<file path="src/rtl/serial_neg_pkg.sv">
// rtl/serial_neg_pkg.sv - shared types and limits for the serial negation controller
package serial_neg_pkg;

  localparam int MAX_WIDTH = 32;

  typedef enum logic [2:0] {
    IDLE  = 3'd0,
    CLR   = 3'd1,
    SHIFT = 3'd2,
    DRAIN = 3'd3,
    DONE  = 3'd4
  } ctrl_state_t;

endpackage

</file>
<file path="src/rtl/serial_negate_ctrl_cell.sv">
// rtl/serial_negate_ctrl_cell.sv - bit-serial two's-complement cell, LSB first
module serial_negate_ctrl_cell (
  input  logic clk,
  input  logic rst,
  input  logic clr,
  input  logic data_in,
  output logic data_out
);

  logic seen_q, seen_d;
  logic out_q, out_d;

  // Bits up to and including the first 1 pass through; later bits invert.
  always_comb begin
    seen_d = seen_q;
    out_d  = out_q;
    if (clr) begin
      seen_d = 1'b0;
      out_d  = 1'b0;
    end else begin
      seen_d = seen_q | data_in;
      out_d  = seen_q ^ data_in;
    end
  end

  always_ff @(posedge clk) begin
    if (rst) begin
      seen_q <= 1'b0;
      out_q  <= 1'b0;
    end else begin
      seen_q <= seen_d;
      out_q  <= out_d;
    end
  end

  assign data_out = out_q;

endmodule

</file>
<file path="src/rtl/serial_negate_ctrl.sv">
// rtl/serial_negate_ctrl.sv - word-level sequencer around the bit-serial negation cell
import serial_neg_pkg::*;

module serial_negate_ctrl #(
  parameter  int WIDTH = 8,
  localparam int CNT_W = $clog2(WIDTH)
) (
  input  logic             clk,
  input  logic             rst,
  input  logic             in_valid,
  input  logic [WIDTH-1:0] in_data,
  output logic             in_ready,
  output logic             out_valid,
  output logic [WIDTH-1:0] out_data,
  output logic             out_ovf,
  input  logic             out_ready,
  output logic             busy
);

  localparam logic [CNT_W-1:0] LAST_CNT = CNT_W'(WIDTH - 1);
  localparam logic [WIDTH-1:0] MOST_NEG = {1'b1, {(WIDTH-1){1'b0}}};

  ctrl_state_t      state_q, state_d;
  logic [CNT_W-1:0] cnt_q, cnt_d;
  logic [WIDTH-1:0] shreg_q, shreg_d;
  logic [WIDTH-1:0] res_q, res_d;
  logic [WIDTH-1:0] out_data_q, out_data_d;
  logic             ovf_q, ovf_d;
  logic             cell_clr, cell_din, cell_dout;

  serial_negate_ctrl_cell u_cell (
    .clk      (clk),
    .rst      (rst),
    .clr      (cell_clr),
    .data_in  (cell_din),
    .data_out (cell_dout)
  );

  always_comb begin
    state_d    = state_q;
    cnt_d      = cnt_q;
    shreg_d    = shreg_q;
    res_d      = res_q;
    out_data_d = out_data_q;
    ovf_d      = ovf_q;
    cell_clr   = 1'b0;
    cell_din   = 1'b0;
    in_ready   = 1'b0;
    out_valid  = 1'b0;
    busy       = 1'b1;
    case (state_q)
      IDLE: begin
        in_ready = 1'b1;
        busy     = 1'b0;
        if (in_valid) begin
          shreg_d = in_data;
          ovf_d   = (in_data == MOST_NEG);
          state_d = CLR;
        end
      end
      CLR: begin
        cell_clr = 1'b1;
        cnt_d    = '0;
        state_d  = SHIFT;
      end
      SHIFT: begin
        cell_din = shreg_q[0];
        shreg_d  = shreg_q >> 1;
        cnt_d    = cnt_q + CNT_W'(1);
        // Cell output lags its input by one cycle, so the first shift has nothing to capture.
        if (cnt_q != '0) begin
          res_d = {cell_dout, res_q[WIDTH-1:1]};
        end
        if (cnt_q == LAST_CNT) begin
          state_d = DRAIN;
        end
      end
      DRAIN: begin
        res_d      = {cell_dout, res_q[WIDTH-1:1]};
        out_data_d = res_d;
        state_d    = DONE;
      end
      DONE: begin
        out_valid = 1'b1;
        if (out_ready) begin
          state_d = IDLE;
        end
      end
      default: state_d = IDLE;
    endcase
  end

  always_ff @(posedge clk) begin
    if (rst) begin
      state_q    <= IDLE;
      cnt_q      <= '0;
      shreg_q    <= '0;
      res_q      <= '0;
      out_data_q <= '0;
      ovf_q      <= 1'b0;
    end else begin
      state_q    <= state_d;
      cnt_q      <= cnt_d;
      shreg_q    <= shreg_d;
      res_q      <= res_d;
      out_data_q <= out_data_d;
      ovf_q      <= ovf_d;
    end
  end

  assign out_data = out_data_q;
  assign out_ovf  = ovf_q;

endmodule

</file>
<file path="config.mk">
export PLATFORM = sky130hd
export DESIGN_NAME = serial_negate_ctrl
export DESIGN_NICKNAME = d
export VERILOG_FILES = /design/src/rtl/serial_neg_pkg.sv /design/src/rtl/serial_negate_ctrl_cell.sv /design/src/rtl/serial_negate_ctrl.sv
export SDC_FILE = /design/constraint.sdc
export NUM_CORES = 1
export LEC_CHECK = 0
export CELL_PAD_IN_SITES_DETAIL_PLACEMENT = 0
export CELL_PAD_IN_SITES_GLOBAL_PLACEMENT = 1
export CORE_MARGIN = 5
export CORE_UTILIZATION = 35
export DETAILED_ROUTE_END_ITERATION = 16
export PLACE_DENSITY_LB_ADDON = 0.1
export SYNTH_ARGS = -nofsm -noshare
export SYNTH_HDL_FRONTEND = slang
export SYNTH_SLANG_ARGS = --single-unit
</file>
<file path="constraint.sdc">
create_clock -name clk -period 3.95 [get_ports clk]
set_input_delay 1.185 -clock clk [delete_from_list [all_inputs] [get_ports clk]]
set_output_delay 1.185 -clock clk [all_outputs]
set_load 0.05 [all_outputs]
</file>
# Word level (Yosys, flattened, before mapping)
# Cells that the tools add are included.
# totals
register_bits	33
in_bits	12
out_inout_bits	12
word_cells	45
# classes
add_sub_neg	1
n_eq_ne	10
mux	14
bitwise	2
reduce_logical	10
# op_table
cell	n
one-hot mux 8 bit (2 select lines)	2
two-way mux 8 bit	2
one-hot mux 3 bit (5 select lines)	1
two-way mux 3 bit	3
equality test 8 bit (second input constant)	1
!= test 2 bit (second input constant)	4
equality test 3 x 2 -> 1 bit (second input constant)	2
equality test 3 bit (second input constant)	2
one-hot mux 3 bit (2 select lines)	1
AND reduction 2 bit	3
nonzero test 2 bit	3
two-way mux 1 bit	5
adder 3 x 1 -> 3 bit (second input constant)	1
equality test 3 x 1 -> 1 bit (second input constant)	1
zero test 3 bit	1
AND reduction 3 bit	1
nonzero test 3 bit	1
OR reduction 2 bit	1
OR 1 bit	1
bitwise XOR 1 bit	1

# Depth between registers and ports, before layout
# logic_depth
word_depth	3
ltp_mapped	7

# Hierarchy
# From an unflattened synthesis, not the netlist that was laid out.
# hier_totals
cells_unflattened	149
area_unflattened_um2	1437.6
# by_module_without_submodules
module	n_inst	cells_per_inst	area_each_um2
serial_negate_ctrl	1	142	1355.0
serial_negate_ctrl_cell	1	7	82.6

# Worst setup path after synthesis
# Ideal clock, no wire load.
# synth_timing
path_type	reg-to-output
start	reg state_q[2]
end	out out_valid
t_arrival_ns	1.760
t_required_ns	2.765
slack_ns	1.005
stages_incl_launch_ff	3
path_cell_list	dfxtp_1 -> buf_6 -> nor3b_1
# synth_via
elab_chain_cells	2
# synth_rtl
item	line_no	rtl
start, declared	serial_negate_ctrl.sv:23	ctrl_state_t state_q, state_d;
start signal, assigned	serial_negate_ctrl.sv:102	state_q <= state_d;
equality test 3 bit	serial_negate_ctrl.sv:51	case (state_q)
two-way mux 1 bit	serial_negate_ctrl.sv:51	
end, declared	serial_negate_ctrl.sv:13	output logic out_valid,
# Every way passes these cells.

# Worst setup path in the final report
# layout_timing
start	reg state_q[1]
end	out in_ready
# layout_via
elab_chain_cells	2
# layout_rtl
item	line_no	rtl
zero test 3 bit	serial_negate_ctrl.sv:51	
two-way mux 1 bit	serial_negate_ctrl.sv:51	
end, declared	serial_negate_ctrl.sv:12	output logic in_ready,
# Every way passes these cells.

==> reports/metrics.yaml <==
number_of_antenna_violations_at_the_first_check_in_global_routing: 0
critPathLaunchType: "register"
routed_wl_um: 2870
syn_inst: 156
yosys_warn_count: 0
crit_buf_inv: 2
crit_chain: "or3_1 -> inv_1 -> clkdlybuf4s50_1"
cp_top_family: "buffers and inverters"
timing.slew.headroom_pct: 41.9
core_region_area_um2: 4060
clkLatencyLatePin_ns: 0.28
pre_cts_slack_ns: 0.980
design.final.nets: 191
hold_violations: 0
diodes_inserted: 0
fin_tns_setup_ns: 0
routed_wire_length_per_instance_um: 12.7
synth_top_cells_by_area: "sky130_fd_sc_hd__dfxtp_1 (43%), sky130_fd_sc_hd__mux2i_1 (11%), sky130_fd_sc_hd__a311oi_2 (7.0%)"
die_y_um: 75.3
drive_gt1_share_pct: 11.4
worstSetupEndpointType: "output port"
route.detailed.drc: 0
critPathArrivalTime_ns: 2.08
final_util_pct: 45.4
synth_sequential_area_ratio_pct: 42.9
buffer_count_from_post_cts_setup_fixing: 0
fp.dieArea_um2: 5670
synth-seq-cells: 32
routed-via-count: 1115
cts_root_buf: "sky130_fd_sc_hd__clkbuf_8"
clk_pin_slew_ns: 0.07
largest_net_degree_at_the_start_of_global_routing: 27
grt_pass1_vias: 1056
total_power_uw: 784
cts_resized: 0
place_hpwl_um: 2000
avgViaCountPerCell: 4.93
global_route.usage.met2_pct: 17.8
worst_path_largest_cell_delay_ns: 0.79
tritoncts: "built"
final_cell_mix: "sky130_fd_sc_hd__dfxtp_1 (32), sky130_fd_sc_hd__clkdlybuf4s50_1 (23), sky130_fd_sc_hd__nand2_1 (20)"
finalCritPeriodShare_pct: 82.6
outcome: "completed"
hold_buffers: 0
initial_core_util_pct: 36.8
detail_route.first_pass.iterations: 4
fin_ws_ns: 0.689
hold_class: "register to register"
grt_first_pass_wirelength_um: 4950
power.density_nw_per_um2: 426
vdd_drop_max_v: 0.000239
residual_antenna_violating_net_count_after_detailed_routing: 0
maxSlewViolCount: 0
worst-endpoint-required_ns: 2.76
setup_viol_count_final: 0
groute.layer.met1.usage_pct: 14.7
avgSynthCellArea_um2: 9.58
layout_min_cycle_time_ns: 3.26
synth_fp_nets: 172
numPortBuffers: 23
yosysTopAreaCell: "sky130_fd_sc_hd__dfxtp_1"
synth_area_um2: 1490
globalRoute.busiestLayer: "met2"
final.setup_skew_ns: 0.00805
grt_setup_unrepaired: "no"
fill_cells: 401
num_rows: 23
layout_commonest_cell: "sky130_fd_sc_hd__dfxtp_1"
timing.critical_path.fanout_max: 18
cts.sinks: 32
post-synth-top-area-fraction_pct: 42.9
max_slew.worst_pin.slew_ns: 0.869
cts_inserted_buffers: 5
drt-initial-drc-count: 67
ys_types: 31
cpMaxStageDelayCell: "sky130_fd_sc_hd__clkdlybuf4s50_1"
max_clock_freq_ghz: 0.307
place_congestion: 0.729
cts-htree-levels: 2
groute.layer.met3.usage_pct: 4.49
syn_to_final_growth_pct: 23.3
die_w_um: 75.3
floorplan.io_pins: 24
p_leak_nw: 0.719
grt.overflow.total: 0
worstSetupPathType: "register to output port"
clock_tree.buffer_depth: 2
gr-usage-all-layers_pct: 11.5
maxCapViolations: 0
metrics by stage:
| stage | std cells | instance area (µm²) | hold slack (ns) |
|---|---|---|---|
| 2_1_floorplan | 156 | 1490 | 0.448 |
| 3_3_place_gp | 218 | 1730 | 0.448 |
| 3_5_place_dp | 218 | 1730 | 0.447 |
| 4_1_cts | 226 | 1840 | 0.457 |
| 5_1_grt | 226 | 1840 | 0.477 |
| 6_report | 226 | 1840 | 0.454 |
Yosys cell counts:
| cell type | number |
|---|---|
| sky130_fd_sc_hd__a211oi_1 | 2 |
| sky130_fd_sc_hd__a21o_1 | 1 |
| sky130_fd_sc_hd__a21oi_1 | 4 |
| sky130_fd_sc_hd__a311oi_2 | 7 |
| sky130_fd_sc_hd__a31oi_1 | 3 |
| sky130_fd_sc_hd__buf_1 | 2 |
| sky130_fd_sc_hd__buf_2 | 6 |
| sky130_fd_sc_hd__buf_4 | 1 |
| sky130_fd_sc_hd__buf_6 | 1 |
| sky130_fd_sc_hd__clkbuf_1 | 2 |
| sky130_fd_sc_hd__dfxtp_1 | 32 |
| sky130_fd_sc_hd__ha_1 | 4 |
| sky130_fd_sc_hd__inv_1 | 5 |
| sky130_fd_sc_hd__mux2i_1 | 16 |
| sky130_fd_sc_hd__nand2_1 | 20 |
| sky130_fd_sc_hd__nand2_4 | 1 |
| sky130_fd_sc_hd__nand2b_1 | 10 |
| sky130_fd_sc_hd__nand3_1 | 8 |
| sky130_fd_sc_hd__nand3b_1 | 1 |
| sky130_fd_sc_hd__nor2_1 | 11 |
| sky130_fd_sc_hd__nor3_1 | 8 |
| sky130_fd_sc_hd__nor3b_1 | 1 |
| sky130_fd_sc_hd__nor3b_4 | 1 |
| sky130_fd_sc_hd__nor4_1 | 2 |
| sky130_fd_sc_hd__nor4b_1 | 1 |
| sky130_fd_sc_hd__nor4b_4 | 1 |
| sky130_fd_sc_hd__o21bai_1 | 1 |
| sky130_fd_sc_hd__or3_1 | 1 |
| sky130_fd_sc_hd__or3b_1 | 1 |
| sky130_fd_sc_hd__or4b_4 | 1 |
| sky130_fd_sc_hd__xnor2_1 | 1 |
layout make-up:
cell class	instances	area (µm²)	share of cell area, %
clock inverters	3	42.5	2.31
clock buffers	5	68.8	3.74
multi-input cells	107	771	41.8
flip-flops and latches	32	641	34.8
inverters	5	18.8	1.02
repair buffers	24	238	12.9
well taps	50	62.6	3.40
path summary, 6_finish.rpt:
check	start	end	slack, ns	cells past startpoint
worst max register to register	state_q[1]	u_cell.data_out	1.85	5
worst min register to register	out_ovf	out_ovf	0.45	2
worst min-delay path	out_ovf	out_ovf	0.45	2
worst max-delay path	state_q[1]	in_ready	0.69	3
cell families (layout without fill, tap and decap cells):
kind of cell / count (synthesis) / after routing / share of synthesized area (%)
fa+ha+maj: 4 / 4 / 3.35
compound gates: 18 / 18 / 11.6
simple gates: 68 / 68 / 25.3
flops: 32 / 32 / 42.9
mux: 16 / 16 / 10.7
buf+inv: 17 / 37 / 5.53
xor+xnor: 1 / 1 / 0.586
power by group:
part / internal, mW / switching, mW
clock network: 0.187 / 0.125
logic: 0.0524 / 0.0648
registers: 0.338 / 0.0177
registers in the layout, summed over array words and instances, names as in the netlist:
register         count
cnt_q                3
state_q              3
u_cell.seen_q        1
res_q                7
shreg_q              8
u_cell.data_out      1
out_ovf              1
out_data             8
worst reg2reg max path, cell delays in order (launching register included):
cell and delay, ns:
sky130_fd_sc_hd__dfxtp_1 0.72, sky130_fd_sc_hd__nor3b_4 0.65, sky130_fd_sc_hd__nand2_1 0.12, sky130_fd_sc_hd__ha_1 0.29, sky130_fd_sc_hd__inv_1 0.04, sky130_fd_sc_hd__a211oi_1 0.18
metal layers:
metal / up-vias / routed length (µm)
met4: 0 / 47
met5: - / 0
met2: 20 / 1280
li1: 584 / -
met3: 5 / 139
met1: 506 / 1400
Power figures use the tool's default switching activity.
==> variant (same settings) <==
Change the parameter `WIDTH` from 8 to 16.
--- a/src/rtl/serial_negate_ctrl.sv
+++ b/src/rtl/serial_negate_ctrl.sv
@@ -2,7 +2,7 @@
 import serial_neg_pkg::*;
 
 module serial_negate_ctrl #(
-  parameter  int WIDTH = 8,
+  parameter  int WIDTH = 16,
   localparam int CNT_W = $clog2(WIDTH)
 ) (
   input  logic             clk,
Interface: changed (resized in_data and out_data); port bits go from 24 to 40. No check against the original RTL was run, so the function may have changed too.
==> variant against the original RTL <==
- routed wire length is 70% higher
- setup slack better by 0.0080 ns
- via count increased by 66%
- power is 79% higher
- design area rose by 63%
- sequential cell count is 25 higher
- synthesized area increased by 60%
- synthesized cell count increased by 67%
- largest cell class is now registers
- highest routed layer unchanged
==> variant: results (changes against the original RTL) <==
status=completed; WL final=4875 µm (+70%); Synth async-reset ratio=0% (unchanged); sequential element share of the synthesized area=47.75% (+4.9 points); drt first pass iters=4 (unchanged); Root Buffer=clkbuf_8; Total Routing Usage GR=11.94% (+0.40 points); WP data arrival=2.07 ns; initial antenna violation count=0 (unchanged); largest net degree at the start of global routing=58 (+110%); Worst Clk Skew=0.008984 ns (+0.0009349 ns); Max Root-Sink Buffers=2 (unchanged); # nets final=317 (+66%); Post-synth top cells=dfxtp_1, nand2_1, nor2_1; gp weighted congestion=0.7470 (+2.5%); largest cells by area after synthesis=dfxtp_1, mux2i_1, nand2_1; Post-CTS Resized=0 (unchanged); Switching Share=24.57% (-1.9 points); layout cells sized above 1=8.027% (-3.3 points); VDD IR-drop max=209.8 µV (-12%); vias in the first global route=1727 (+64%); Pleak=0.001023 µW (+42%); clock period minus worst slack=3.253 ns (-0.007975 ns); H-tree Lvls=3 (+1); Synth Net Count=284 (+65%); CTS buffer count=9 (+4); Worst Hold Class=flip-flop to flip-flop; # diodes=0 (unchanged); via/cell ratio=4.889 (-0.90%); DP Area=2779 µm² (+61%); Max Fanout on Critical Path=18 (unchanged); drt first-iter violations=63 (-6.0%); Netlist cell types=36 (+16%); Slew headroom=29.31% (-13 points); worst-skew pair later-pin latency=0.33 ns (+0.05 ns); IO buf count=39 (+70%); Reg clk slew, reported paths=0.07 ns (about the same); YS warnings=0 (unchanged); DPL Wire Length=3093 µm (+54%); first-pass GRT wire length=8093 µm (+63%)
-- variant: cell count changes after synthesis, moves of 14 or more --
cell	delta
mux2i_1	+15
nor2_1	+25
dfxtp_1	+25
nand2_1	+16
a21oi_1	+18
a211oi_1	+14
-- variant: cells by family (layout without fill, tap and decap cells) --
| kind of cell | count (synthesis) | after routing | synth area share (%) |
|---|---|---|---|
| DFF | 57 | 57 | 47.75 |
| and+or+nand+nor | 95 | 95 | 18.27 |
| xor gates and xnor gates | 1 | 1 | 0.3666 |
| adders and majority gates | 3 | 3 | 1.571 |
| AOI/OAI and AO/OA | 49 | 49 | 12.78 |
| muxes | 32 | 32 | 13.46 |
| buffers and inverters | 24 | 62 | 5.811 |
-- variant: stage by stage --
stage | instances | utilization [%] | worst slack [ns]
3_3_place_gp | 363 | 41.36 | 1.061
6_report | 379 | 44.77 | 0.6970
3_5_place_dp | 363 | 41.36 | 1.052
4_1_cts | 379 | 44.77 | 0.6618
2_1_floorplan | 261 | - | 1.030
5_1_grt | 379 | 44.77 | 0.5390
-- variant: final timing paths --
check / from / endpoint / slack [ns] / cells after the start
worst max register to register: state_q[1]$_SDFFE_PP0P_ / shreg_q[9]$_SDFFE_PP0P_ / 1.83 / 4
worst max-delay path: state_q[1]$_SDFFE_PP0P_ / in_ready / 0.70 / 2
worst min-delay path: res_q[1]$_SDFFE_PP0P_ / out_data[0]$_SDFFE_PP0P_ / 0.45 / 2
worst min register to register: res_q[1]$_SDFFE_PP0P_ / out_data[0]$_SDFFE_PP0P_ / 0.45 / 2
-- variant: power groups by stage --
stage	logic [µW]	clock network, µW	registers, µW
final	161	623	622
after global routing	180	665	625
after CTS	163	641	622
after detailed placement	163	0	634
after global placement	163	0	634
after floorplan	127	0	627
-- variant: critical path: stages, from the launching register on --
cell	delay, ns
dfxtp_1	0.48
nor3_2	0.39
clkdlybuf4s50_1	0.87
-- variant: layout make-up --
class                           instances  area, µm²
Tap cell                               80      100.1
Clock buffer                           11      151.4
Inverter                                4      15.01
Multi-Input combinational cell        180       1115
Sequential cell                        57       1141
Fill cell                             694       3711
Timing Repair Buffer                   42      407.9
Clock inverter                          5      77.57
-- variant: per-layer routing --
metal | vias to the layer above | global-route usage, % | wire, µm | part of all wire, %
li1 | 979 | - | - | -
met1 | 832 | 16.16 | 2490 | 51
met2 | 33 | 17.22 | 2099 | 43
met3 | 9 | 2.843 | 208 | 4.3
met4 | 0 | 6.960 | 76 | 1.6
met5 | - | 0 | 0 | 0
